`src/rtl/cpu_exec_ctrl_if.sv`:
```
// cpu_exec_ctrl_if: command handshake, CPU pc/enable and status bundle for the execution controller
interface cpu_exec_ctrl_if #(parameter int CNT_W = 32);
    logic             cmd_valid;
    logic [1:0]       cmd_op;
    logic [31:0]      cmd_data;
    logic             cmd_ready;
    logic [31:0]      pc;
    logic             cpu_en;
    logic             halted;
    logic             bp_hit;
    logic [CNT_W-1:0] cycle_cnt;
    logic [CNT_W-1:0] inst_cnt;
    modport master (
        output cmd_valid, cmd_op, cmd_data, pc,
        input  cmd_ready, cpu_en, halted, bp_hit, cycle_cnt, inst_cnt
    );
    modport slave (
        input  cmd_valid, cmd_op, cmd_data, pc,
        output cmd_ready, cpu_en, halted, bp_hit, cycle_cnt, inst_cnt
    );
endinterface

```
`src/rtl/cpu_exec_ctrl.sv`:
```
// cpu_exec_ctrl: run/halt/step/breakpoint sequencing of the CPU clock-enable with cycle and retired-instruction counters
module cpu_exec_ctrl #(
    parameter int STEP_W = 16,
    parameter int CNT_W  = 32
) (
    input logic            clock,
    input logic            resetn,
    cpu_exec_ctrl_if.slave bus
);
    typedef enum logic [1:0] {HALTED, RUNNING, STEPPING, BP_HALT} state_t;
    localparam logic [1:0] OP_HALT = 2'b00;
    localparam logic [1:0] OP_RUN  = 2'b01;
    localparam logic [1:0] OP_STEP = 2'b10;
    localparam logic [1:0] OP_BP   = 2'b11;
    state_t            state_q, state_d;
    logic              bp_en_q, bp_en_d;
    logic [29:0]       bp_addr_q, bp_addr_d;
    logic [STEP_W-1:0] step_cnt_q, step_cnt_d, step_n;
    logic              skip_bp_q, skip_bp_d;
    logic              bp_hit_q, bp_hit_d;
    logic              halted_q, halted_d;
    logic [CNT_W-1:0]  cycle_cnt_q, cycle_cnt_d, inst_cnt_q, inst_cnt_d;
    logic              active, bp_stop, cpu_en, cmd_ready, acc;
    always_comb begin
        step_n      = bus.cmd_data[STEP_W-1:0];
        active      = state_q == RUNNING || state_q == STEPPING;
        bp_stop     = active && bp_en_q && bus.pc[31:2] == bp_addr_q && !skip_bp_q;
        cpu_en      = active && !bp_stop;
        cmd_ready   = !(state_q == STEPPING && step_cnt_q != '0) || bus.cmd_op == OP_HALT;
        acc         = bus.cmd_valid && cmd_ready;
        state_d     = state_q;
        bp_en_d     = bp_en_q;
        bp_addr_d   = bp_addr_q;
        step_cnt_d  = step_cnt_q;
        skip_bp_d   = cpu_en ? 1'b0 : skip_bp_q;
        bp_hit_d    = bp_hit_q;
        cycle_cnt_d = cycle_cnt_q + CNT_W'(1);
        inst_cnt_d  = inst_cnt_q + CNT_W'(cpu_en);
        if (cpu_en && state_q == STEPPING) begin
            step_cnt_d = step_cnt_q - STEP_W'(1);
            state_d    = step_cnt_q == STEP_W'(1) ? HALTED : STEPPING;
        end
        if (bp_stop) begin
            state_d  = BP_HALT;
            bp_hit_d = 1'b1;
        end
        // a breakpoint stop in the same cycle as HALT keeps the BP_HALT record
        if (acc && bus.cmd_op == OP_HALT && !bp_stop)
            state_d = HALTED;
        if (acc && bus.cmd_op == OP_RUN && !active) begin
            state_d   = RUNNING;
            bp_hit_d  = 1'b0;
            skip_bp_d = 1'b1;
        end
        if (acc && bus.cmd_op == OP_STEP && step_n != '0) begin
            state_d    = STEPPING;
            step_cnt_d = step_n;
            bp_hit_d   = 1'b0;
            skip_bp_d  = 1'b1;
        end
        if (acc && bus.cmd_op == OP_BP) begin
            bp_en_d   = bus.cmd_data[0];
            bp_addr_d = bus.cmd_data[31:2];
        end
        halted_d = state_d == HALTED || state_d == BP_HALT;
    end
    always_ff @(posedge clock) begin
        if (!resetn) begin
            state_q     <= HALTED;
            bp_en_q     <= 1'b0;
            bp_addr_q   <= '0;
            step_cnt_q  <= '0;
            skip_bp_q   <= 1'b0;
            bp_hit_q    <= 1'b0;
            halted_q    <= 1'b1;
            cycle_cnt_q <= '0;
            inst_cnt_q  <= '0;
        end else begin
            state_q     <= state_d;
            bp_en_q     <= bp_en_d;
            bp_addr_q   <= bp_addr_d;
            step_cnt_q  <= step_cnt_d;
            skip_bp_q   <= skip_bp_d;
            bp_hit_q    <= bp_hit_d;
            halted_q    <= halted_d;
            cycle_cnt_q <= cycle_cnt_d;
            inst_cnt_q  <= inst_cnt_d;
        end
    end
    assign bus.cpu_en    = cpu_en;
    assign bus.cmd_ready = cmd_ready;
    assign bus.halted    = halted_q;
    assign bus.bp_hit    = bp_hit_q;
    assign bus.cycle_cnt = cycle_cnt_q;
    assign bus.inst_cnt  = inst_cnt_q;
endmodule

```
`src/flat_wrapper.sv`:
```
// flat-port wrapper written by rule: the top's interface ports become plain ports
module cpu_exec_ctrl_flat 
#(
    parameter int STEP_W = 16,
    parameter int CNT_W  = 32
)
  (clock, resetn, bus_cmd_valid, bus_cmd_op, bus_cmd_data, bus_pc, bus_cmd_ready, bus_cpu_en, bus_halted, bus_bp_hit, bus_cycle_cnt, bus_inst_cnt);
  cpu_exec_ctrl_if #(.CNT_W(CNT_W)) bus_i ();
  input logic clock;
  input logic resetn;
  input wire logic [$bits(bus_i.cmd_valid)-1:0] bus_cmd_valid;
  input wire logic [$bits(bus_i.cmd_op)-1:0] bus_cmd_op;
  input wire logic [$bits(bus_i.cmd_data)-1:0] bus_cmd_data;
  input wire logic [$bits(bus_i.pc)-1:0] bus_pc;
  output wire logic [$bits(bus_i.cmd_ready)-1:0] bus_cmd_ready;
  output wire logic [$bits(bus_i.cpu_en)-1:0] bus_cpu_en;
  output wire logic [$bits(bus_i.halted)-1:0] bus_halted;
  output wire logic [$bits(bus_i.bp_hit)-1:0] bus_bp_hit;
  output wire logic [$bits(bus_i.cycle_cnt)-1:0] bus_cycle_cnt;
  output wire logic [$bits(bus_i.inst_cnt)-1:0] bus_inst_cnt;
  assign bus_i.cmd_valid = bus_cmd_valid;
  assign bus_i.cmd_op = bus_cmd_op;
  assign bus_i.cmd_data = bus_cmd_data;
  assign bus_i.pc = bus_pc;
  assign bus_cmd_ready = bus_i.cmd_ready;
  assign bus_cpu_en = bus_i.cpu_en;
  assign bus_halted = bus_i.halted;
  assign bus_bp_hit = bus_i.bp_hit;
  assign bus_cycle_cnt = bus_i.cycle_cnt;
  assign bus_inst_cnt = bus_i.inst_cnt;
  cpu_exec_ctrl #(.STEP_W(STEP_W), .CNT_W(CNT_W)) u_core (.clock(clock), .resetn(resetn), .bus(bus_i));
endmodule
```
`config.mk`:
```
export PLATFORM = sky130hd
export DESIGN_NAME = cpu_exec_ctrl_flat
export DESIGN_NICKNAME = d
export VERILOG_FILES = /design/src/rtl/cpu_exec_ctrl_if.sv /design/src/rtl/cpu_exec_ctrl.sv /design/src/flat_wrapper.sv
export SDC_FILE = /design/constraint.sdc
export NUM_CORES = 1
export LEC_CHECK = 0
export CORE_MARGIN = 2
export CORE_UTILIZATION = 45
export CTS_CLUSTER_SIZE = 40
export DETAILED_ROUTE_END_ITERATION = 6
export GPL_TIMING_DRIVEN = 0
export PLACE_DENSITY = 0.75
export SKIP_CTS_REPAIR_TIMING = 1
export SYNTH_ARGS = -nofsm -noshare
export SYNTH_HDL_FRONTEND = slang
export SYNTH_SLANG_ARGS = --single-unit
```
`constraint.sdc`:
```
create_clock -name clock -period 3.9 [get_ports clock]
set_input_delay 0.585 -clock clock [delete_from_list [all_inputs] [get_ports clock]]
set_output_delay 0.585 -clock clock [all_outputs]
set_load 0.01 [all_outputs]
```
==> flow_summary.ini <==
[final_layout]
final_area_sq_um = 7440
drive_gt1_share_pct = 5.93
most-common-layout-cells = clkdlybuf4s50_1 (134), dfxtp_1 (116), nand2_1 (89), nor2_1 (57), xnor2_1 (55)
syn_to_final_growth_pct = 39.4
nets = 871
layout_commonest_cell = clkdlybuf4s50_1
diodes = 0
final_core_util_pct = 64.6
stdcell_count = 952

[placement]
globalplace.congestion = 0.927
portBuffers = 134
placedCellCount = 919
dp_slack_ps = -642
placed_cell_area_sq_um = 6860
hpwl_um = 11100

[setup_path]
r2r-start = u_core.state_q[0]
crit_arrival_ps = 3950
worstSetupPathType = input pin to flip-flop
start_kind = input pin
cp-startpoint = bus_pc[15]
r2r_slack_ps = 410
reg2regPathDepth = 14
crit_required_ps = 4180
setup.worst_path.end = u_core.bus.inst_cnt[20]
end_kind = flip-flop
timing.rr.end = u_core.bus.inst_cnt[20]
path_max_fanout = 7

[floorplan]
die_y_um = 113
placementRows = 39
die_w_um = 113
core_area_sq_um = 11500
start_util_pct = 46.3
ios = 137
die_area_sq_um = 12700

[power_and_ir_drop]
seq_power_share_pct = 41.8
vdd.ir_drop.worst_mv = 0.284
p_comb_share_pct = 10.0
power.density_nw_per_um2 = 400
p_int_mw = 2.27
fin_total_pwr_mw = 2.98
clockPowerShare_pct = 48.3
leakage_nw = 2.54
switchingPower_mw = 0.712
p_sw_share_pct = 23.9

[grt]
grt_max_degree = 17
overflow = 0
grt_pass1_wl_um = 24800
antenna_found_initial = 0
grt_usage_pct = 24.2
grt_pass1_vias = 5164

[sta]
fin_crit_sh_pct = 94.0
maxSlewViolCount = 0
layout_setup_ws_ps = 235
period_needed_ps = 3670
final.setup_skew_ps = 11.2
tightest_slew_ps = 980
relSlewSlack_pct = 34.1
max_freq_mhz = 273
grt_setup_unrepaired = no
setup_viol = 0
hold_viol_final = 0

[cts]
htreeDepth = 4
clk_latency_ps = 420
clk_pin_slew_worst_paths_ps = 50
clock_path_buffers = 2
cts_tree = yes
cts.sinks = 116
clockRootBuffer = clkbuf_16
cts_made_buffers = 17

[logic_synthesis]
mappedNetlistNets = 717
syn_inst = 642
synth_edf_count = 0
ys_seq_elements = 116
ys_seq_area_share_pct = 43.5
ys_async_sr_fraction_pct = 0
ys_types = 45
syn_area_per_cell_sq_um = 8.31
ys_warn_count = 0
syn_area_sq_um = 5340
synth_ff_type = dfxtp_1

[status]
status = complete, but fails checks
violations = design-rule violations

[routing]
ant_nets = 0
drt_iter0_drc = 371
drt-pass1-iter-count = 7
avgViaCountPerCell = 5.47
remaining_drc_errors = 10
num_vias = 5203
totalWireLength_um = 15300
wire_per_inst_um = 16.0

[flow_run]
cap_violations = 0

[min_path]
hold_class = flip-flop to flip-flop
-- routing by layer --
metal	global-route usage, %	part of all wire, %	vias to the layer above
li1	-	-	2545
met1	29.9	43	2427
met2	40.4	47	207
met3	8.09	8.4	24
met4	7.07	1.6	0
met5	0	0	-
-- worst max-delay path: stages --
cell and delay (ps):
clkdlybuf4s50_1 440, xnor2_1 210, nand3_1 180, nor4_4 570
and2_0 370, nor2_1 150, ha_1 250, ha_1 250
and3_1 270, and3_1 280, nand4_1 140, xor2_1 180
nor2_1 50
-- flip-flops by register name, indices dropped and copies added (netlist names) --
signal                flops
u_core.bus.halted         1
u_core.bus.bp_hit         1
u_core.step_cnt_q        16
u_core.bp_en_q            1
u_core.skip_bp_q          1
u_core.bus.cycle_cnt     32
u_core.bus.inst_cnt      32
u_core.state_q            2
u_core.bp_addr_q         30
-- metrics by stage --
step	hold WS [ps]	setup TNS, ps
2_1_floorplan	432	0
3_3_place_gp	443	-8830
3_5_place_dp	446	-9510
6_report	452	0
5_1_grt	471	0
4_1_cts	454	-2730
-- cell families (layout without fill, tap and decap cells) --
kind of cell,Yosys count,after routing,share of synthesized area (%)
AO/OA/AOI/OAI,113,113,12.0
XOR/XNOR,83,83,13.6
adder cells (fa/ha/maj),6,6,1.41
buffers and inverters,42,209,3.00
flip-flops,116,116,43.5
multiplexers,4,4,0.750
AND/OR/NAND/NOR,278,278,25.7
-- worst min path at each step --
stage | to | depth (start not counted) | start
5_1_grt | u_core.bp_en_q | 2 | u_core.bp_en_q
3_3_place_gp | u_core.bp_en_q | 2 | u_core.bp_en_q
3_5_place_dp | u_core.bp_en_q | 2 | u_core.bp_en_q
4_1_cts | u_core.bp_en_q | 2 | u_core.bp_en_q
2_1_floorplan | u_core.bp_en_q | 2 | u_core.bp_en_q
6_report | u_core.bp_en_q | 2 | u_core.bp_en_q
-- cell usage after synthesis (3+ instances only) --
library cell / n / area [sq um]
or2_2: 5 / 31.3
nor2_1: 57 / 214
mux2i_1: 4 / 40.0
inv_1: 14 / 52.6
and2_1: 7 / 43.8
xnor2_1: 55 / 482
a211oi_1: 6 / 45.0
a21oi_1: 50 / 250
o31ai_1: 7 / 52.6
nor4_1: 10 / 62.6
and3_1: 11 / 68.8
o21ai_0: 30 / 150
nand4_1: 19 / 119
o21a_1: 3 / 22.5
dfxtp_1: 116 / 2320
or4_2: 4 / 35.0
buf_1: 4 / 15.0
and4_1: 5 / 43.8
xor2_1: 28 / 245
a31oi_1: 9 / 56.3
nand2_1: 89 / 334
nor3_1: 11 / 55.1
nand3b_1: 3 / 22.5
nand3_1: 27 / 135
or3_1: 16 / 100
clkbuf_1: 22 / 82.6
ha_1: 6 / 75.1
-- power by group through the flow --
stage / Clock [mW] / Sequential (mW) / Combinational (mW)
CTS: 1.46 / 1.24 / 0.293
finish: 1.44 / 1.24 / 0.297
detailed placement: 0 / 1.27 / 0.289
global route: 1.51 / 1.25 / 0.324
global placement: 0 / 1.27 / 0.283
floorplan: 0 / 1.26 / 0.150
-- layout make-up --
class	instances	area (sq um)
repair buffers	135	1350
multi-input cells	484	2890
flip-flops and latches	116	2320
clock buffers	22	464
inverters	14	52.6
plain buffers	28	108
fillers	966	4070
clock inverters	10	82.6
well taps	143	179
Note: power is estimated with default switching activity, not from simulation.
